$ cat src/rtl/prbs_tx_ctrl.sv
// prbs_tx_ctrl: sequencer for the I/Q PRBS9 generators of the QPSK TX path.
// Reloads the generator seeds, issues a one-cycle advance strobe every
// OS_FACTOR clocks, counts symbols and ends a burst after a programmed length
// (length 0 runs until stopped).
//
// Ports
//   clk           system clock, rising edge
//   rst           asynchronous reset, active high
//   i_start       start pulse, sampled only in IDLE
//   i_stop        abort, sampled in LOAD and RUN
//   i_burst_len   symbols per burst (0 = continuous), latched on start
//   o_gen_rst     seed reload to the prbs9 instances
//   o_gen_enable  one-cycle advance strobe to the prbs9 instances
//   o_sym_valid   o_gen_enable delayed one clock (new prbs bit stable)
//   o_sym_cnt     symbols issued in the current burst
//   o_busy        high in every state except IDLE
//   o_done        one-cycle pulse at normal burst completion
module prbs_tx_ctrl #(
    parameter int unsigned OS_FACTOR = 4,
    parameter int unsigned PH_W      = 2,
    parameter int unsigned BURST_W   = 16
) (
    input  logic               clk,
    input  logic               rst,
    input  logic               i_start,
    input  logic               i_stop,
    input  logic [BURST_W-1:0] i_burst_len,
    output logic               o_gen_rst,
    output logic               o_gen_enable,
    output logic               o_sym_valid,
    output logic [BURST_W-1:0] o_sym_cnt,
    output logic               o_busy,
    output logic               o_done
);

    localparam logic [1:0] S_IDLE = 2'd0;
    localparam logic [1:0] S_LOAD = 2'd1;
    localparam logic [1:0] S_RUN  = 2'd2;
    localparam logic [1:0] S_DONE = 2'd3;

    localparam logic [PH_W-1:0]    PH_LAST = PH_W'(OS_FACTOR - 1);
    localparam logic [BURST_W-1:0] CNT_ONE = BURST_W'(1);

    logic [1:0]         state_q, state_d;
    logic [PH_W-1:0]    phase_q, phase_d;
    logic [BURST_W-1:0] sym_cnt_q, sym_cnt_d;
    logic [BURST_W-1:0] len_q, len_d;
    logic               gen_rst_q, sym_valid_q, busy_q, done_q;
    logic               strobe_c;

    // Advance strobe on the last phase of a symbol; an abort in the same
    // cycle suppresses it, so the strobe is the one output gated by an input.
    assign strobe_c = (state_q == S_RUN) && (phase_q == PH_LAST) && !i_stop;

    // Next-state and datapath update
    always_comb begin
        state_d   = state_q;
        phase_d   = phase_q;
        sym_cnt_d = sym_cnt_q;
        len_d     = len_q;

        case (state_q)
            S_IDLE: begin
                if (i_start && !i_stop) begin
                    state_d   = S_LOAD;
                    len_d     = i_burst_len;
                    sym_cnt_d = '0;
                end
            end
            S_LOAD: begin
                state_d = i_stop ? S_IDLE : S_RUN;
                phase_d = '0;
            end
            S_RUN: begin
                if (i_stop) begin
                    state_d = S_IDLE;
                    phase_d = '0;
                end else begin
                    phase_d = (phase_q == PH_LAST) ? '0 : phase_q + PH_W'(1);
                    if (strobe_c) begin
                        sym_cnt_d = sym_cnt_q + CNT_ONE;
                        // Last symbol of a finite burst
                        if ((len_q != '0) && (sym_cnt_q == len_q - CNT_ONE)) begin
                            state_d = S_DONE;
                        end
                    end
                end
            end
            S_DONE: begin
                state_d = S_IDLE;
                phase_d = '0;
            end
            default: begin
                state_d = S_IDLE;
                phase_d = '0;
            end
        endcase
    end

    // State and datapath registers
    always_ff @(posedge clk or posedge rst) begin
        if (rst) begin
            state_q   <= S_IDLE;
            phase_q   <= '0;
            sym_cnt_q <= '0;
            len_q     <= '0;
        end else begin
            state_q   <= state_d;
            phase_q   <= phase_d;
            sym_cnt_q <= sym_cnt_d;
            len_q     <= len_d;
        end
    end

    // Output registers, decoded from the next state so they align with it
    always_ff @(posedge clk or posedge rst) begin
        if (rst) begin
            gen_rst_q   <= 1'b0;
            sym_valid_q <= 1'b0;
            busy_q      <= 1'b0;
            done_q      <= 1'b0;
        end else begin
            gen_rst_q   <= (state_d == S_LOAD);
            sym_valid_q <= strobe_c;
            busy_q      <= (state_d != S_IDLE);
            done_q      <= (state_d == S_DONE);
        end
    end

    assign o_gen_rst    = gen_rst_q;
    assign o_gen_enable = strobe_c;
    assign o_sym_valid  = sym_valid_q;
    assign o_sym_cnt    = sym_cnt_q;
    assign o_busy       = busy_q;
    assign o_done       = done_q;

endmodule

$ cat config.mk
export PLATFORM = sky130hd
export DESIGN_NAME = prbs_tx_ctrl
export DESIGN_NICKNAME = d
export VERILOG_FILES = /design/src/rtl/prbs_tx_ctrl.sv
export SDC_FILE = /design/constraint.sdc
export NUM_CORES = 1
export LEC_CHECK = 0
export CORE_ASPECT_RATIO = 0.7
export CORE_MARGIN = 10
export CORE_UTILIZATION = 50
export CTS_BUF_LIST = sky130_fd_sc_hd__clkbuf_4
export DETAILED_ROUTE_END_ITERATION = 8
export GPL_ROUTABILITY_DRIVEN = 0
export PLACE_DENSITY = 0.76
export SETUP_SLACK_MARGIN = 0.1
export SLEW_MARGIN = 20
export SYNTH_ARGS = -nofsm -noshare
export SYNTH_HDL_FRONTEND = slang
export SYNTH_SLANG_ARGS = --single-unit
$ cat constraint.sdc
create_clock -name clk -period 2.95 [get_ports clk]
set_input_delay 0.7375 -clock clk [delete_from_list [all_inputs] [get_ports clk]]
set_output_delay 0.7375 -clock clk [all_outputs]
set_load 0.03 [all_outputs]
==> results of run 1 <==
-- registers in the layout (all words and copies together), names as in the netlist --
name,flops
o_sym_valid,1
o_sym_cnt,16
o_busy,1
o_gen_rst,1
phase_q,2
len_q,16
o_done,1
state_q,2
-- report_power, final --
group / internal (W) / total (W) / switching (W)
logic: 0.000202 / 0.000406 / 0.000204
registers: 0.000607 / 0.000718 / 0.000111
clock network: 0.0000876 / 0.000275 / 0.000187
total: 0.000897 / 0.00140 / 0.000502
-- final cells by class --
type,instances,area [um^2],area share
Clock inverter,3,13.8,0.00464
Clock buffer,5,37.5,0.0126
Sequential cell,40,1000,0.337
Tap cell,69,86.3,0.0291
Inverter,9,33.8,0.0114
Antenna cell,5,12.5,0.00421
Multi-Input combinational cell,190,1350,0.454
Timing Repair Buffer,45,435,0.147
-- layer usage --
| layer | part of all wire | routed length [um] |
|---|---|---|
| met3 | 0.081 | 469 |
| met4 | 0.0057 | 33 |
| met5 | 0 | 0 |
| met2 | 0.42 | 2450 |
| met1 | 0.49 | 2820 |
-- worst max-delay path by stage --
| stage | startpoint | end | slack [ns] | depth (start not counted) |
|---|---|---|---|---|
| detailed placement | i_stop | o_done$_DFF_PP0_ | 0.15 | 7 |
| finish | i_stop | o_gen_enable | 0.42 | 4 |
| global placement | i_stop | o_done$_DFF_PP0_ | 0.20 | 7 |
| CTS | i_stop | o_gen_enable | 0.42 | 4 |
| global route | i_stop | o_gen_enable | 0.33 | 4 |
| floorplan | i_stop | o_sym_cnt[10]$_DFFE_PP0P_ | 0.79 | 6 |
-- cell usage in the layout (no fill, tap or decap), types with 3 or more instances in the layout --
master / netlist / layout
sky130_fd_sc_hd__buf_4: 0 / 6
sky130_fd_sc_hd__and3_1: 6 / 6
sky130_fd_sc_hd__nor3_1: 9 / 9
sky130_fd_sc_hd__diode_2: 0 / 5
sky130_fd_sc_hd__inv_1: 9 / 9
sky130_fd_sc_hd__clkbuf_4: 0 / 5
sky130_fd_sc_hd__a21oi_1: 9 / 9
sky130_fd_sc_hd__xor2_1: 16 / 16
sky130_fd_sc_hd__or3_1: 3 / 3
sky130_fd_sc_hd__or2_2: 3 / 3
sky130_fd_sc_hd__mux2_2: 17 / 17
sky130_fd_sc_hd__xnor2_1: 12 / 12
sky130_fd_sc_hd__nand3b_1: 3 / 3
sky130_fd_sc_hd__and2_1: 5 / 5
sky130_fd_sc_hd__ha_1: 3 / 3
sky130_fd_sc_hd__dfrtp_1: 40 / 40
sky130_fd_sc_hd__nand2_1: 12 / 12
sky130_fd_sc_hd__nor2_1: 25 / 25
sky130_fd_sc_hd__nand3_1: 6 / 6
sky130_fd_sc_hd__o21ai_0: 8 / 8
sky130_fd_sc_hd__clkdlybuf4s50_1: 0 / 39
sky130_fd_sc_hd__nor2b_1: 3 / 3
sky130_fd_sc_hd__nand4_1: 8 / 8
sky130_fd_sc_hd__nor4_1: 5 / 5
-- through the flow --
step,util,hold WS (ns),cells,setup slack [ns]
5_1_grt,0.624,0.572,366,0.330
3_3_place_gp,0.611,0.524,353,0.200
2_1_floorplan,-,0.480,253,0.792
4_1_cts,0.622,0.563,361,0.420
6_report,0.624,0.562,366,0.419
3_5_place_dp,0.611,0.548,353,0.153
-- critical path, cell delays in order --
cell and delay [ns]:
sky130_fd_sc_hd__clkdlybuf4s50_1 0.47, sky130_fd_sc_hd__nand4bb_1 0.26, sky130_fd_sc_hd__inv_1 0.15, sky130_fd_sc_hd__buf_4 0.18
-- kinds of logic (layout without fill, tap and decap cells) --
kind of cell / Yosys count / count (layout) / share of synthesized area
AOI/OAI and AO/OA: 35 / 35 / 0.0939
xor gates and xnor gates: 28 / 28 / 0.100
adders and majority gates: 3 / 3 / 0.0153
buffers and inverters: 23 / 62 / 0.0413
DFF: 40 / 40 / 0.408
muxes: 19 / 19 / 0.0863
other: 0 / 5 / 0
and+or+nand+nor: 105 / 105 / 0.255
==> reports/qor_table.md, run 1 <==
| Group | Result | This run |
|:---|:---|:---|
| global routing | Leftover overflow at the end of global routing | 0 |
| drt | First-pass detailed-route iteration total | 4 |
| global routing | Met3 track demand over resource | 0.0375 |
| cts | Post-cts sizing count | 0 |
| global routing | Number of global-route vias before repair | 1917 |
| worst setup path | R2r startpoint | len_q[2]$_DFFE_PP0P_ |
| sta | Headroom to the max-slew limit | 0.528 |
| logic synthesis | Most frequently used cell type in the post-synthesis netlist | sky130_fd_sc_hd__dfrtp_1 |
| logic synthesis | Commonest cells post-synth | sky130_fd_sc_hd__dfrtp_1, sky130_fd_sc_hd__nor2_1, sky130_fd_sc_hd__mux2_2 |
| drt | Detailed-route DRC error count | 0 |
| global routing | Met2 global-route usage | 0.204 |
| logic synthesis | Net count of the mapped netlist | 276 |
| placement | Port Buffers | 40 |
| logic synthesis | Dominant cell type by area after synthesis | sky130_fd_sc_hd__dfrtp_1 |
| worst setup path | Critical path data arrival time | 1.79 ns |
| cts | Maximum count of clock buffers along a single path | 2 |
| sta | Final critical path time including I/O delays and setup | 2.53 ns |
| worst setup path | Type of element launching the critical path | primary input |
| global routing | Pin count of the biggest net entering global routing | 41 |
| global routing | Initial antenna violation count | 1 |
| worst hold path | Min-Delay Endpoint | phase_q[0]$_DFFE_PP0P_ |
| placement | Post-detailed-placement half-perimeter wirelength | 4.37 mm |
| sta | Hold Violations, Final | 0 |
| die | IO Count | 41 |
| logic synthesis | Cell count after synthesis | 253 |
| placement | Cell area reported after detailed placement | 2910 um^2 |
| worst hold path | Type of the worst min-delay path | flop to flop |
| cts | Level count of the clock H-tree | 2 |
| pwr | Total power draw | 0.00140 W |
| pwr | Power per cell area | 471 nW/um^2 |
| worst setup path | Critical path type | primary input to output port |
| logic synthesis | Number of distinct standard cells referenced by the synthesized netlist | 50 |
| die | Std-Cell Rows | 21 |
| cts | TritonCTS Buffers | 5 |
| cts | Clock tree from TritonCTS | built |
| logic synthesis | Combined area of all synthesized cells | 2450 um^2 |
| global routing | Met1 track demand over resource | 0.199 |
| worst setup path | Critical register-to-register path endpoint | o_done$_DFF_PP0_ |
| worst setup path | Register-to-Register Setup Slack | 0.56 ns |
| worst hold path | Launch point of the worst hold path | state_q[0]$_DFF_PP0_ |
| drt | Final wirelength | 5.78 mm |
| worst setup path | Worst reg2reg path depth | 5 |
| logic synthesis | Number of synthesized flops with an enable pin | 0 |
| global routing | Tot GR Track Use | 0.138 |
| logic synthesis | Synth top area share | 0.408 |
| worst hold path | Worst hold stages | 1 |
| layout | Layout cells sized above 1 | 0.140 |
| drt | Mean routed wirelength per cell | 15.8 um |
| global routing | Global-route wire length before repair | 9.55 mm |
| logic synthesis | Number of register bits inferred by synthesis | 40 |
| sta | RSZ-0062 raised after global routing | false |
| drt | ANT nets after route | 0 |
| run status | Result of the run | completed |
| logic synthesis | Fraction of the yosys area taken by sequential cells | 0.408 |
| logic synthesis | Dominant synthesized flop cell | sky130_fd_sc_hd__dfrtp_1 |
| drt | Routed vias/inst | 5.60 |
| sta | Sum Neg Setup Slack | 0 ns |
| sta | Transition time of the tightest slew-check pin | 0.703 ns |
| sta | Final-report setup violation count | 0 |
| run | Number of max-cap violations | 0 |
| die | Die Outline Area | 8150 um^2 |
| layout | NumNets Final | 314 |
| logic synthesis | Leading cell types by total area after synthesis | sky130_fd_sc_hd__dfrtp_1, sky130_fd_sc_hd__mux2_2, sky130_fd_sc_hd__xor2_1, sky130_fd_sc_hd__xnor2_1, sky130_fd_sc_hd__nor2_1 |
| die | Horizontal die dimension | 104 um |
| die | Initial core utilization | 0.515 |
| sta | Fin Clk Skew | 0.00713 ns |
| cts | Clock root buffer | sky130_fd_sc_hd__clkbuf_4 |
| die | Y dimension of the die | 78.6 um |
| worst setup path | Worst endpoint required time | 2.21 ns |
| sta | Final Cycle Share | 0.858 |
| logic synthesis | Synth Area per Inst | 9.69 um^2 |
| pwr | Lkg Pwr | 1.20 nW |
| cts | Post-CTS setup buffer count | 0 |
| layout | Layout Cell Area excl Fill | 2970 um^2 |
| worst setup path | Kind of end point of the critical path | output port |
| pwr | Max rail drop VDD | 0.340 mV |
| cts | Count of hold buffers inserted by post-cts repair | 0 |
| logic synthesis | Number of warnings printed during yosys synthesis | 0 |
| layout | Area growth from synthesis to layout | 21.1% |
| die | Area of the core | 4760 um^2 |
| drt | Via total after detailed routing | 2048 |
| sta | Final Slew Violations | 0 |
| cts | Clock-pin slew reported for the worst setup and hold paths after clock tree synthesis | 0.12 ns |
| worst setup path | Top fanout value on the critical path | 5 |
| logic synthesis | Fraction of registers with async set/reset | 1.00 |
| cts | Clock insertion delay at the later pin of the skew report | 0.36 ns |
| drt | Number of violations reported at the end of detailed-routing iteration 0 | 210 |
| layout | Number of fill cells in the layout | 417 |
| sta | Maximum achievable frequency | 395 MHz |
| global routing | GRT Max-Usage Layer | met2 |
| cts | Total number of clock tree sinks | 40 |
Power figures use the tool's default switching activity.
==> run 2: changes to the inputs <==
PLACE_DENSITY = 0.74   (was 0.76)
SKIP_CTS_REPAIR_TIMING = 1   (was default)
==> run 2 against run 1 <==
Cell count fell by 1.4%; clock skew fell by 0.0016 ns; clock-buffer cell count rose by 1; first-iteration DRC count rose by 1.4%; wire length fell by 3.2%; setup slack improved by 0.014 ns; design area fell by 0.21%; via count fell by 1.7%; critical path depth did not move; non-clock buffer count rose by 1; die area did not move; flip-flop and latch count did not move; critical endpoint unchanged.
==> reports/qor_table.md, run 2 (synthesis results as in run 1) <==
| Group | Result | This run | vs previous |
|:---|:---|:---|:---|
| worst setup path | Critical path type | primary input to output port | unchanged |
| layout | Number of fill cells in the layout | 428 | was 417 |
| run | Number of max-cap violations | 0 | unchanged |
| global routing | GRT Max-Usage Layer | met2 | unchanged |
| sta | Final Slew Violations | 0 | unchanged |
| global routing | Pin count of the biggest net entering global routing | 41 | unchanged |
| drt | First-pass detailed-route iteration total | 4 | unchanged |
| worst setup path | Kind of end point of the critical path | output port | unchanged |
| sta | Final Cycle Share | 0.853 | was 0.858 |
| placement | Pre-CTS setup slack | 0.110 ns | was 0.153 ns |
| global routing | Global-route wire length before repair | 9.14 mm | was 9.55 mm |
| pwr | Relative contribution of the clock network to total power | 0.193 | was 0.197 |
| die | Die Outline Area | 8150 um^2 | unchanged |
| sta | Final critical path time including I/O delays and setup | 2.52 ns | was 2.53 ns |
| sta | Fin Clk Skew | 0.00549 ns | was 0.00713 ns |
| global routing | Met2 global-route usage | 0.197 | was 0.204 |
| die | Horizontal die dimension | 104 um | unchanged |
| drt | Detailed-route DRC error count | 0 | unchanged |
| worst setup path | Type of element launching the critical path | primary input | unchanged |
| layout | Commonest non-fill, non-tap cells in the layout | sky130_fd_sc_hd__dfrtp_1, sky130_fd_sc_hd__clkdlybuf4s50_1, sky130_fd_sc_hd__nor2_1 | unchanged |
| cts | Clock tree from TritonCTS | built | unchanged |
| cts | Clock insertion delay at the later pin of the skew report | 0.33 ns | was 0.36 ns |
| worst setup path | Worst endpoint required time | 2.21 ns | about the same |
| sta | Headroom to the max-slew limit | 0.535 | was 0.528 |
| layout | Total area of sequential cells | 1000 um^2 | unchanged |
| pwr | Net switching power figure | 0.000479 W | was 0.000502 W |
| layout | Area growth from synthesis to layout | 20.9% | was 21.1% |
| layout | Layout cells sized above 1 | 0.144 | was 0.140 |
| cts | Clock-pin slew reported for the worst setup and hold paths after clock tree synthesis | 0.11 ns | was 0.12 ns |
| pwr | Total internal power | 0.000907 W | was 0.000897 W |
| layout | Area of the multi-input gates | 1350 um^2 | unchanged |
| drt | Routed vias/inst | 5.58 | was 5.60 |
| layout | Antenna cells | 0 | was 5 |
| die | Area of the core | 4760 um^2 | unchanged |
| pwr | Total power draw | 0.00139 W | was 0.00140 W |
| layout | NumNets Final | 315 | was 314 |
| pwr | Lkg Pwr | 1.21 nW | was 1.20 nW |
| global routing | Tot GR Track Use | 0.133 | was 0.138 |
| cts | Level count of the clock H-tree | 2 | unchanged |
| die | Std-Cell Rows | 21 | unchanged |
| drt | Via total after detailed routing | 2014 | was 2048 |
| die | Y dimension of the die | 78.6 um | unchanged |
| worst hold path | Type of the worst min-delay path | flop to flop | unchanged |
| worst setup path | Critical path data arrival time | 1.78 ns | was 1.79 ns |
| run status | Result of the run | completed | unchanged |
| sta | Transition time of the tightest slew-check pin | 0.692 ns | was 0.703 ns |
| global routing | Leftover overflow at the end of global routing | 0 | unchanged |
| drt | Number of violations reported at the end of detailed-routing iteration 0 | 213 | was 210 |
| drt | Final wirelength | 5.59 mm | was 5.78 mm |
| die | IO Count | 41 | unchanged |
| pwr | Power share of the combinational group | 0.289 | was 0.290 |
| sta | Final-report setup violation count | 0 | unchanged |
| pwr | Power per cell area | 468 nW/um^2 | was 471 nW/um^2 |
| global routing | Initial antenna violation count | 0 | was 1 |
| pwr | Max rail drop VDD | 0.305 mV | was 0.340 mV |
| drt | Mean routed wirelength per cell | 15.5 um | was 15.8 um |
| global routing | Met3 track demand over resource | 0.0367 | was 0.0375 |
| die | Initial core utilization | 0.515 | unchanged |
| worst setup path | Top fanout value on the critical path | 5 | unchanged |
| sta | Final worst slack | 0.433 ns | was 0.419 ns |
| sta | RSZ-0062 raised after global routing | false | unchanged |
| placement | Port Buffers | 40 | unchanged |
| placement | Post-detailed-placement half-perimeter wirelength | 4.30 mm | was 4.37 mm |
| pwr | Register share of total power | 0.518 | was 0.514 |
| cts | Maximum count of clock buffers along a single path | 2 | unchanged |
| cts | Total number of clock tree sinks | 40 | unchanged |
| sta | Hold Violations, Final | 0 | unchanged |
| pwr | Switching Fraction | 0.345 | was 0.359 |
| layout | End-of-flow core utilization | 0.623 | was 0.624 |
| global routing | Number of global-route vias before repair | 1841 | was 1917 |
| drt | ANT nets after route | 0 | unchanged |
| global routing | Met1 track demand over resource | 0.189 | was 0.199 |
| cts | TritonCTS Buffers | 5 | unchanged |
| cts | Clock root buffer | sky130_fd_sc_hd__clkbuf_4 | unchanged |
| sta | Maximum achievable frequency | 397 MHz | was 395 MHz |
| sta | Sum Neg Setup Slack | 0 ns | unchanged |
| layout | Leading cell type in the layout, fill and taps excluded | sky130_fd_sc_hd__dfrtp_1 | unchanged |
run 2: cell types whose count changed in the layout (fill, tap and decap cells not counted):
cell                       before  now
sky130_fd_sc_hd__clkbuf_4       5    6
sky130_fd_sc_hd__diode_2        5    0
sky130_fd_sc_hd__clkinv_1       1    0
sky130_fd_sc_hd__clkinv_2       2    1
sky130_fd_sc_hd__buf_4          6    7
run 2: stage by stage:
step                instance area, um^2  hold slack [ns]  std cells
floorplan                          2450            0.480        253
global placement                   2910            0.518        354
detailed placement                 2910            0.533        354
CTS                                2960            0.549        361
global route                       2960            0.572        361
finish                             2960            0.550        361
run 2: final cells by class:
class | count | share of cell area
repair buffers | 46 | 0.149
inverters | 9 | 0.0114
clock inverters | 1 | 0.00169
multi-input cells | 190 | 0.455
clock buffers | 6 | 0.0152
flip-flops and latches | 40 | 0.338
well taps | 69 | 0.0291
run 2: path summary, 6_finish.rpt:
path	from	to	slack (ns)	cells past startpoint
setup reg to reg	len_q[2]$_DFFE_PP0P_	o_done$_DFF_PP0_	0.53	5
min in group asynchronous	rst	len_q[3]$_DFFE_PP0P_	0.80	3
max in group asynchronous	rst	o_sym_cnt[4]$_DFFE_PP0P_	1.80	3
hold reg to reg	phase_q[1]$_DFFE_PP0P_	phase_q[1]$_DFFE_PP0P_	0.55	2
hold / removal	phase_q[1]$_DFFE_PP0P_	phase_q[1]$_DFFE_PP0P_	0.55	2
setup / recovery	i_stop	o_gen_enable	0.43	4
run 2: critical path: stages:
cell and delay (ns):
sky130_fd_sc_hd__clkdlybuf4s50_1 0.47, sky130_fd_sc_hd__nand4bb_1 0.26, sky130_fd_sc_hd__inv_1 0.14, sky130_fd_sc_hd__buf_4 0.17
run 2: power groups by stage:
stage	registers, W	clock network [W]	logic [W]
2_1_floorplan	0.000679	0	0.000341
3_3_place_gp	0.000724	0	0.000387
3_5_place_dp	0.000727	0	0.000394
4_1_cts	0.000716	0.000275	0.000397
5_1_grt	0.000729	0.000301	0.000436
6_report	0.000718	0.000267	0.000401
run 2: layer usage:
| metal | part of all wire | wire length (um) |
|---|---|---|
| met2 | 0.43 | 2400 |
| met3 | 0.060 | 337 |
| met1 | 0.51 | 2830 |
| met4 | 0.0039 | 22 |
| met5 | 0 | 0 |
